==> config.mk <==
export PLATFORM = sky130hd
export DESIGN_NAME = temp_seg_display
export DESIGN_NICKNAME = d
export VERILOG_FILES = /design/src/rtl/temp_seg_display.sv
export SDC_FILE = /design/constraint.sdc
export NUM_CORES = 1
export LEC_CHECK = 0
export BUFFER_PORTS_ARGS = -buffer_cell sky130_fd_sc_hd__clkbuf_2
export CELL_PAD_IN_SITES_DETAIL_PLACEMENT = 0
export CELL_PAD_IN_SITES_GLOBAL_PLACEMENT = 1
export CORE_MARGIN = 4
export CORE_UTILIZATION = 48
export DETAILED_ROUTE_END_ITERATION = 6
export PLACE_DENSITY = 0.76
export SYNTH_ARGS = -nofsm -noshare
export SYNTH_HDL_FRONTEND = slang
export SYNTH_SLANG_ARGS = --single-unit
==> constraint.sdc <==
create_clock -name clk -period 2.7 [get_ports clk]
set_clock_uncertainty 0.05 [all_clocks]
set_input_delay 0.405 -clock clk [delete_from_list [all_inputs] [get_ports clk]]
set_output_delay 0.405 -clock clk [all_outputs]
set_load 0.005 [all_outputs]
==> src/rtl/temp_seg_display.sv <==
// Binary-to-BCD (sequential double-dabble) converter driving a four-digit, active-low,
// time-multiplexed seven-segment display: hundreds, tens, ones, then the unit letter.
module temp_seg_display #(
    parameter int unsigned REFRESH_DIV = 100000
) (
    input  logic       clk,
    input  logic       rst,
    input  logic       load,
    input  logic [6:0] value,
    input  logic       unit,
    output logic       busy,
    output logic [6:0] seg,
    output logic [3:0] an
);

    localparam int unsigned CntW = (REFRESH_DIV > 2) ? $clog2(REFRESH_DIV) : 1;
    localparam logic [CntW-1:0] CntMax = CntW'(REFRESH_DIV - 1);

    localparam logic [6:0] SegBlank = 7'b1111111;
    localparam logic [6:0] SegC     = 7'b1000110;
    localparam logic [6:0] SegF     = 7'b0001110;

    typedef enum logic [1:0] {StIdle, StShift, StCommit} state_e;

    state_e      state_q, state_d;
    logic [6:0]  bin_q, bin_d;
    logic [11:0] bcd_q, bcd_d;
    logic [11:0] bcd_adj;
    logic [2:0]  iter_q, iter_d;
    logic        unit_q, unit_d;
    logic        commit;

    logic [3:0]  disp_h_q, disp_t_q, disp_o_q;
    logic        disp_unit_q;

    logic [CntW-1:0] ref_cnt_q;
    logic [1:0]      idx_q;
    logic [6:0]      seg_d;
    logic [3:0]      an_d;

    function automatic logic [6:0] digit_seg(input logic [3:0] d);
        logic [6:0] s;
        case (d)
            4'd0:    s = 7'b1000000;
            4'd1:    s = 7'b1111001;
            4'd2:    s = 7'b0100100;
            4'd3:    s = 7'b0110000;
            4'd4:    s = 7'b0011001;
            4'd5:    s = 7'b0010010;
            4'd6:    s = 7'b0000010;
            4'd7:    s = 7'b1111000;
            4'd8:    s = 7'b0000000;
            4'd9:    s = 7'b0010000;
            default: s = SegBlank;
        endcase
        return s;
    endfunction

    assign busy = (state_q != StIdle);

    // Add-3 correction applied to every nibble before each shift.
    always_comb begin
        bcd_adj = bcd_q;
        for (int i = 0; i < 3; i++) begin
            if (bcd_q[i*4 +: 4] >= 4'd5) begin
                bcd_adj[i*4 +: 4] = bcd_q[i*4 +: 4] + 4'd3;
            end
        end
    end

    always_comb begin
        state_d = state_q;
        bin_d   = bin_q;
        bcd_d   = bcd_q;
        iter_d  = iter_q;
        unit_d  = unit_q;
        commit  = 1'b0;
        unique case (state_q)
            StIdle: begin
                if (load) begin
                    bin_d   = value;
                    unit_d  = unit;
                    bcd_d   = '0;
                    iter_d  = '0;
                    state_d = StShift;
                end
            end
            StShift: begin
                {bcd_d, bin_d} = {bcd_adj[10:0], bin_q, 1'b0};
                iter_d         = iter_q + 3'd1;
                if (iter_q == 3'd6) begin
                    state_d = StCommit;
                end
            end
            StCommit: begin
                commit  = 1'b1;
                state_d = StIdle;
            end
            default: state_d = StIdle;
        endcase
    end

    always_ff @(posedge clk or posedge rst) begin
        if (rst) begin
            state_q <= StIdle;
            bin_q   <= '0;
            bcd_q   <= '0;
            iter_q  <= '0;
            unit_q  <= 1'b0;
        end else begin
            state_q <= state_d;
            bin_q   <= bin_d;
            bcd_q   <= bcd_d;
            iter_q  <= iter_d;
            unit_q  <= unit_d;
        end
    end

    // Display registers change only on commit, so partial results are never shown.
    always_ff @(posedge clk or posedge rst) begin
        if (rst) begin
            disp_h_q    <= '0;
            disp_t_q    <= '0;
            disp_o_q    <= '0;
            disp_unit_q <= 1'b0;
        end else if (commit) begin
            disp_h_q    <= bcd_q[11:8];
            disp_t_q    <= bcd_q[7:4];
            disp_o_q    <= bcd_q[3:0];
            disp_unit_q <= unit_q;
        end
    end

    always_comb begin
        seg_d = SegBlank;
        an_d  = ~(4'b0001 << idx_q);
        unique case (idx_q)
            2'd3: seg_d = (disp_h_q == 4'd0) ? SegBlank : digit_seg(disp_h_q);
            2'd2: seg_d = (disp_h_q == 4'd0 && disp_t_q == 4'd0) ? SegBlank
                                                                 : digit_seg(disp_t_q);
            2'd1: seg_d = digit_seg(disp_o_q);
            2'd0: seg_d = disp_unit_q ? SegF : SegC;
            default: seg_d = SegBlank;
        endcase
    end

    always_ff @(posedge clk or posedge rst) begin
        if (rst) begin
            ref_cnt_q <= '0;
            idx_q     <= 2'd3;
            seg       <= SegBlank;
            an        <= 4'b1111;
        end else begin
            if (ref_cnt_q == CntMax) begin
                ref_cnt_q <= '0;
                idx_q     <= idx_q - 2'd1;
            end else begin
                ref_cnt_q <= ref_cnt_q + CntW'(1);
            end
            seg <= seg_d;
            an  <= an_d;
        end
    end

endmodule
==> summary.md, run 1 <==
| Metric | Value |
|---|---|
| HPWL after detailed placement | `5130 µm` |
| Syn Area/Cell | `9.81 µm²` |
| Count of warnings emitted by yosys | `0` |
| CTS tree | `built` |
| Area contributors post-synth | `dfrtp_1 (37%), ha_1 (10%), dfstp_2 (9.2%), o21ai_0 (5.0%), nand2_1 (4.0%)` |
| Die W | `96.0 µm` |
| Max-cap violation count | `0` |
| Post-cts resize count | `0` |
| # diodes | `0` |
| Critical Path AT | `2.32 ns` |
| RSZ-0062 raised after global routing | `no` |
| Min Hold Slack | `0.0966 ns` |
| Worst skew pair latency | `0.34 ns` |
| Critical Path Sink Type | `flip-flop` |
| Simple-gate share of the synthesized area | `15.6%` |
| Worst-Margin Slew | `0.732 ns` |
| # port buffers | `22` |
| Post-route insts no fill | `502` |
| Setup violations, final | `0` |
| Initial antenna violation count | `0` |
| Synth Flop Type | `dfrtp_1` |
| Worst Setup Path Type | `reg -> reg` |
| Worst min path class | `in -> async` |
| F_max | `0.467 GHz` |
| Ports | `23` |
| P&R area growth vs syn | `10.1%` |
| Number of synthesized flops with an enable pin | `0` |
| Most frequent cell after synthesis | `dfrtp_1` |
| WP data required | `2.88 ns` |
| Nets | `441` |
| DRC viols | `0` |
| Syn Inst Count | `379` |
| Period minus WS final | `2.14 ns` |
| P per Cell Area | `898 mW/mm²` |
| H-Tree Level Count | `3` |
| Vias | `2688` |
| Clock Sinks | `68` |
| Global route total overflow | `0` |
| CP max stage cell | `nor4_2` |
| Multiplexer area fraction after synthesis | `4.95%` |
| Final Hold Fails | `0` |
| Vias in the first global route | `2591` |
| Yosys top cell by area | `dfrtp_1` |
| TritonCTS buffer count | `9` |
| Outcome | `finished clean` |
| Core area | `0.00741 mm²` |
| Peak VDD IR | `0.000379 V` |
| Setup bufs post-CTS | `0` |
| Leak | `1.84 nW` |
| Period utilization | `79.3%` |
| Fin Setup TNS | `0 ns` |
| Worst Path Max Fanout | `7` |
| DP Cell Count | `488` |
| Sequential fraction of the synthesis area | `46.2%` |
| Largest family of logic cells by synthesized area | `simple AND/OR/NAND/NOR gates` |
| Synth Register Bits | `68` |
| Asr flop ratio synth | `100%` |
| First-pass GRT wire length | `12200 µm` |
| Layout cells sized above 1 | `17.9%` |
| Cell variety after synth | `45` |
| Crit path launch type | `flip-flop` |
| Filler Cell Count | `672` |
| Die Y | `96.0 µm` |
| Share of the synthesized area in the top cell type | `37.0%` |
| Cell chosen for the clock root | `clkbuf_8` |
| Die area | `0.00922 mm²` |
| First drt pass iteration count | `4` |
| Xor/xnor share of the synthesized area | `4.95%` |
| CP cell instances | `ha_1 > and4_1 > nand2_1 > nor4_2 > buf_4 > nor2_1` |
| DRT antenna net count | `0` |
| R2R cell count | `6` |
| Mapped Area | `0.00372 mm²` |
| Largest net degree at the start of global routing | `31` |
| DR iter-0 viols | `71` |
| Rel. slew slack | `51.2%` |
| FP Rows | `31` |
| Routability Congestion | `0.875` |
| Total Routing Usage GR | `17.3%` |
| Adder-cell share of the synthesized area | `10.1%` |
| Wire per inst | `14.0 µm` |
| Total Power | `0.00367 W` |
| Compound-Gate Fraction of Synth Area | `13.8%` |
| Clock buffer depth | `2` |
| Routed wire length | `7020 µm` |
| Max-slew violations | `0` |
| Drt via density | `5.35` |
| CTS Hold Bufs | `0` |
| Initial Util | `50.2%` |
| Leading cell types by count after synthesis | `dfrtp_1 (55), nand2_1 (40), o21ai_0 (37), ha_1 (30), inv_1 (27)` |
| Worst stage delay on the critical path | `0.59 ns` |
| Synthesized Nets | `420` |
| Clock slew at the register clock pins of the worst setup and hold paths | `0.07 ns` |
state kept, by name, indices dropped and copies added, names as in the netlist, 4 cells and up:
name and count:
ref_cnt_q 17, disp_t_q 4, seg 7, bcd_q 12, bin_q 7, disp_h_q 4, an 4, disp_o_q 4
routing by layer:
| metal | up-vias | global-route usage (%) | part of all wire, % |
|---|---|---|---|
| li1 | 1345 | - | - |
| met1 | 1290 | 22.9 | 48 |
| met2 | 42 | 26.9 | 47 |
| met3 | 11 | 4.46 | 3.1 |
| met4 | 0 | 6.99 | 2.1 |
| met5 | - | 0 | 0 |
cell usage in the layout, fill, tap and decap left out, types with 2 or more instances in the layout:
cell type,Yosys,layout
xnor2_1,15,15
nand2b_1,11,11
o221ai_1,3,3
o21ai_0,37,37
or3_1,2,2
nor2b_1,3,3
or2_2,2,2
mux2_2,11,11
mux2i_1,6,6
nor2_1,15,15
nor3_1,6,6
o31ai_1,2,2
clkinv_2,0,3
and3_1,2,2
dfrtp_1,55,55
clkbuf_8,0,10
and3b_1,6,6
a21oi_1,26,26
dfstp_2,13,13
xor2_1,6,6
nand3_1,12,12
clkbuf_2,0,22
a31oi_1,9,9
o211ai_1,2,2
ha_1,30,30
nand2_1,40,40
inv_1,27,26
nand4_1,2,2
a22o_1,3,3
buf_4,1,3
metrics by stage:
step	utilization, %	cell area (µm²)	setup slack (ns)
3_3_place_gp	53.1	3940	0.620
6_report	55.3	4090	0.559
2_1_floorplan	-	3720	0.555
3_5_place_dp	53.1	3940	0.579
4_1_cts	55.3	4090	0.546
5_1_grt	55.3	4090	0.420
logic make-up after synthesis:
kind of cell,count (synthesis)
adders and majority gates,30
muxes,17
buffers and inverters,43
and+or+nand+nor,111
DFF,68
AOI/OAI and AO/OA,89
xor gates and xnor gates,21
cell type report:
type                       count  area [µm²]  area share (%)
clock buffer                  11         141            3.45
clock inverter                 3        15.0           0.367
inverter                      27         101            2.48
multi-input combinational    268        1840            45.0
sequential                    68        1720            42.0
tap                           99         124            3.03
timing repair buffer          26         153            3.73
path summary, 6_finish.rpt:
kind	to	from	slack (ns)
max	ref_cnt_q[5]	ref_cnt_q[0]	0.56
min	disp_h_q[2]	rst	0.1
max reg2reg	ref_cnt_q[5]	ref_cnt_q[0]	0.56
min reg2reg	bcd_q[9]	bcd_q[9]	0.43
max in group asynchronous	idx_q[1]	rst	1.78
min in group clk	unit_q	unit	0.24
critical path, delay by kind of cell, from the launching register on:
family / cells / cell delay [ns]
adders and majority gates: 1 / 0.21
DFF: 1 / 0.39
buffers and inverters: 1 / 0.27
and+or+nand+nor: 4 / 1.11
where the power goes:
part	leakage, nW	internal, W	switching (W)
clock network	0.0848	0.000344	0.000365
registers	0.853	0.00129	0.000334
logic	0.901	0.000615	0.000724
total	1.84	0.00225	0.00142
No activity file was read; power rests on OpenSTA's default activity.
==> inputs of run 2 (changes only) <==
Settings changed: CORE_UTILIZATION 48 to 43, PLACE_DENSITY 0.76 to 0.72.
Clock period 2.7 ns to 1.9 ns, I/O delays scaled along.
==> run 2 against run 1 <==
Final area increased by 5.0%; combinational power increased by 65%; first-iteration DRC count increased by 35%; cell count increased by 4.8%; fmax increased by 16%; total power increased by 55%; hold slack improved by 0.024 ns; core utilization decreased by 3.4 points; clock-buffer cell count unchanged; via count increased by 0.63%; critical path type unchanged; critical endpoint is now idx_q[1]; largest power group unchanged.
==> summary.md, run 2 (synthesis results as in run 1) <==
| Metric | Value |
|---|---|
| Outcome | `finished clean` |
| DRC viols | `0` |
| Peak VDD IR | `0.000488 V` |
| Multi-input logic area | `0.00186 mm²` |
| Total Routing Usage GR | `16.0%` |
| Global route total overflow | `0` |
| Vias | `2705` |
| Clock buffer depth | `2` |
| P per Cell Area | `1320 mW/mm²` |
| F_max | `0.542 GHz` |
| Initial antenna violation count | `0` |
| Setup violations, final | `0` |
| # diodes | `0` |
| Post-placement cell area | `0.00406 mm²` |
| Period minus WS final | `1.84 ns` |
| DRT antenna net count | `0` |
| Clock Sinks | `68` |
| Die area | `0.0102 mm²` |
| Post-route cell area | `0.00430 mm²` |
| Max reg flops | `17` |
| Commonest non-fill, non-tap cells in the layout | `dfrtp_1 (55), nand2_1 (40), o21ai_0 (36)` |
| Most common cell after layout, fill and taps aside | `dfrtp_1` |
| Largest net degree at the start of global routing | `69` |
| Routability Congestion | `0.824` |
| Fin Setup TNS | `0 ns` |
| FF+latch area | `0.00172 mm²` |
| Biggest register | `ref_cnt_q` |
| WP data required | `2.12 ns` |
| CP max stage cell | `or4_1` |
| Worst Setup Path Type | `reg -> reg` |
| Critical Path Sink Type | `flip-flop` |
| Vias in the first global route | `2703` |
| P&R area growth vs syn | `15.6%` |
| Setup bufs post-CTS | `0` |
| Crit path launch type | `flip-flop` |
| Worst skew pair latency | `0.34 ns` |
| Leak | `1.93 nW` |
| Drt via density | `5.14` |
| Layout cells sized above 1 | `21.9%` |
| Worst-Margin Slew | `0.481 ns` |
| Routed wire length | `7490 µm` |
| First-pass GRT wire length | `13000 µm` |
| Rel. slew slack | `67.9%` |
| Worst Path Max Fanout | `6` |
| Initial Util | `44.8%` |
| Core area | `0.00830 mm²` |
| Largest registers | `ref_cnt_q x17, bcd_q x12` |
| Period utilization | `97.1%` |
| WP buf/inv | `1` |
| HPWL after detailed placement | `5260 µm` |
| TritonCTS buffer count | `9` |
| Min Hold Slack | `0.120 ns` |
| DR iter-0 viols | `96` |
| # port buffers | `22` |
| Max-slew violations | `0` |
| Die Y | `101 µm` |
| Crit path max-delay family | `simple AND/OR/NAND/NOR gates` |
| Total Power | `0.00568 W` |
| Ports | `23` |
| Critical Path AT | `2.07 ns` |
| Final Hold Fails | `0` |
| H-Tree Level Count | `3` |
| Worst min path class | `in -> reg` |
| Wire per inst | `14.2 µm` |
| CP cell instances | `or4_1 > nor4_4 > buf_4 > mux2i_1` |
| CTS tree | `built` |
| First drt pass iteration count | `4` |
| Nets | `457` |
| FP Rows | `33` |
| Max-cap violation count | `0` |
| Cell chosen for the clock root | `clkbuf_8` |
| Filler Cell Count | `751` |
| Clock slew at the register clock pins of the worst setup and hold paths | `0.08 ns` |
| Die W | `101 µm` |
| Worst stage delay on the critical path | `0.58 ns` |
==> run 2: cell type report <==
cell class,count,area share (%)
Sequential cell,68,39.9
Tap cell,105,3.05
Clock inverter,5,1.37
Timing Repair Buffer,42,6.40
Clock buffer,11,3.52
Inverter,27,2.44
Multi-Input combinational cell,268,43.3
==> run 2: timing repair <==
item / in CTS / in global routing
hold buffers: 1 / 0
gates resized for setup: 1 / 3
setup endpoints to repair: 1 / 6
gates cloned: 0 / 0
endpoints found under the hold margin: 55 / 0
==> run 2: path summary, 6_finish.rpt <==
| path | to | slack, ns | cells past startpoint | startpoint |
|---|---|---|---|---|
| min | unit_q | 0.12 | 2 | unit |
| max in group asynchronous | idx_q[0] | 0.95 | 4 | rst |
| max | idx_q[1] | 0.06 | 4 | ref_cnt_q[11] |
| min in group asynchronous | bin_q[0] | 0.53 | 4 | rst |
| min reg2reg | bin_q[6] | 0.44 | 2 | bin_q[6] |
| max reg2reg | idx_q[1] | 0.06 | 4 | ref_cnt_q[11] |
==> run 2: per-stage QoR <==
| step | setup slack [ns] | cells | util [%] |
|---|---|---|---|
| 2_1_floorplan | 0.0912 | 379 | - |
| 3_3_place_gp | 0.0801 | 509 | 48.9 |
| 3_5_place_dp | 0.0180 | 509 | 48.9 |
| 4_1_cts | 0.0636 | 526 | 51.6 |
| 5_1_grt | -0.0345 | 526 | 51.8 |
| 6_report | 0.0558 | 526 | 51.8 |
==> run 2: routing by layer <==
| layer | vias up | global-route usage (%) | share of wire, % |
|---|---|---|---|
| met5 | - | 0 | 0 |
| met1 | 1289 | 21.7 | 47 |
| met2 | 30 | 25.6 | 49 |
| met3 | 13 | 2.77 | 2.6 |
| met4 | 0 | 6.13 | 1.7 |
| li1 | 1373 | - | - |
==> run 2: where the power goes <==
part / internal, W / switching (W)
logic: 0.00102 / 0.00119
registers: 0.00183 / 0.000374
clock network: 0.000680 / 0.000579
==> run 2: worst register-to-register path: cells and delay by family, from the launching register on <==
kind	cells	cell delay, ns
buffers and inverters	1	0.20
DFF	1	0.42
muxes	1	0.19
and+or+nand+nor	2	0.91
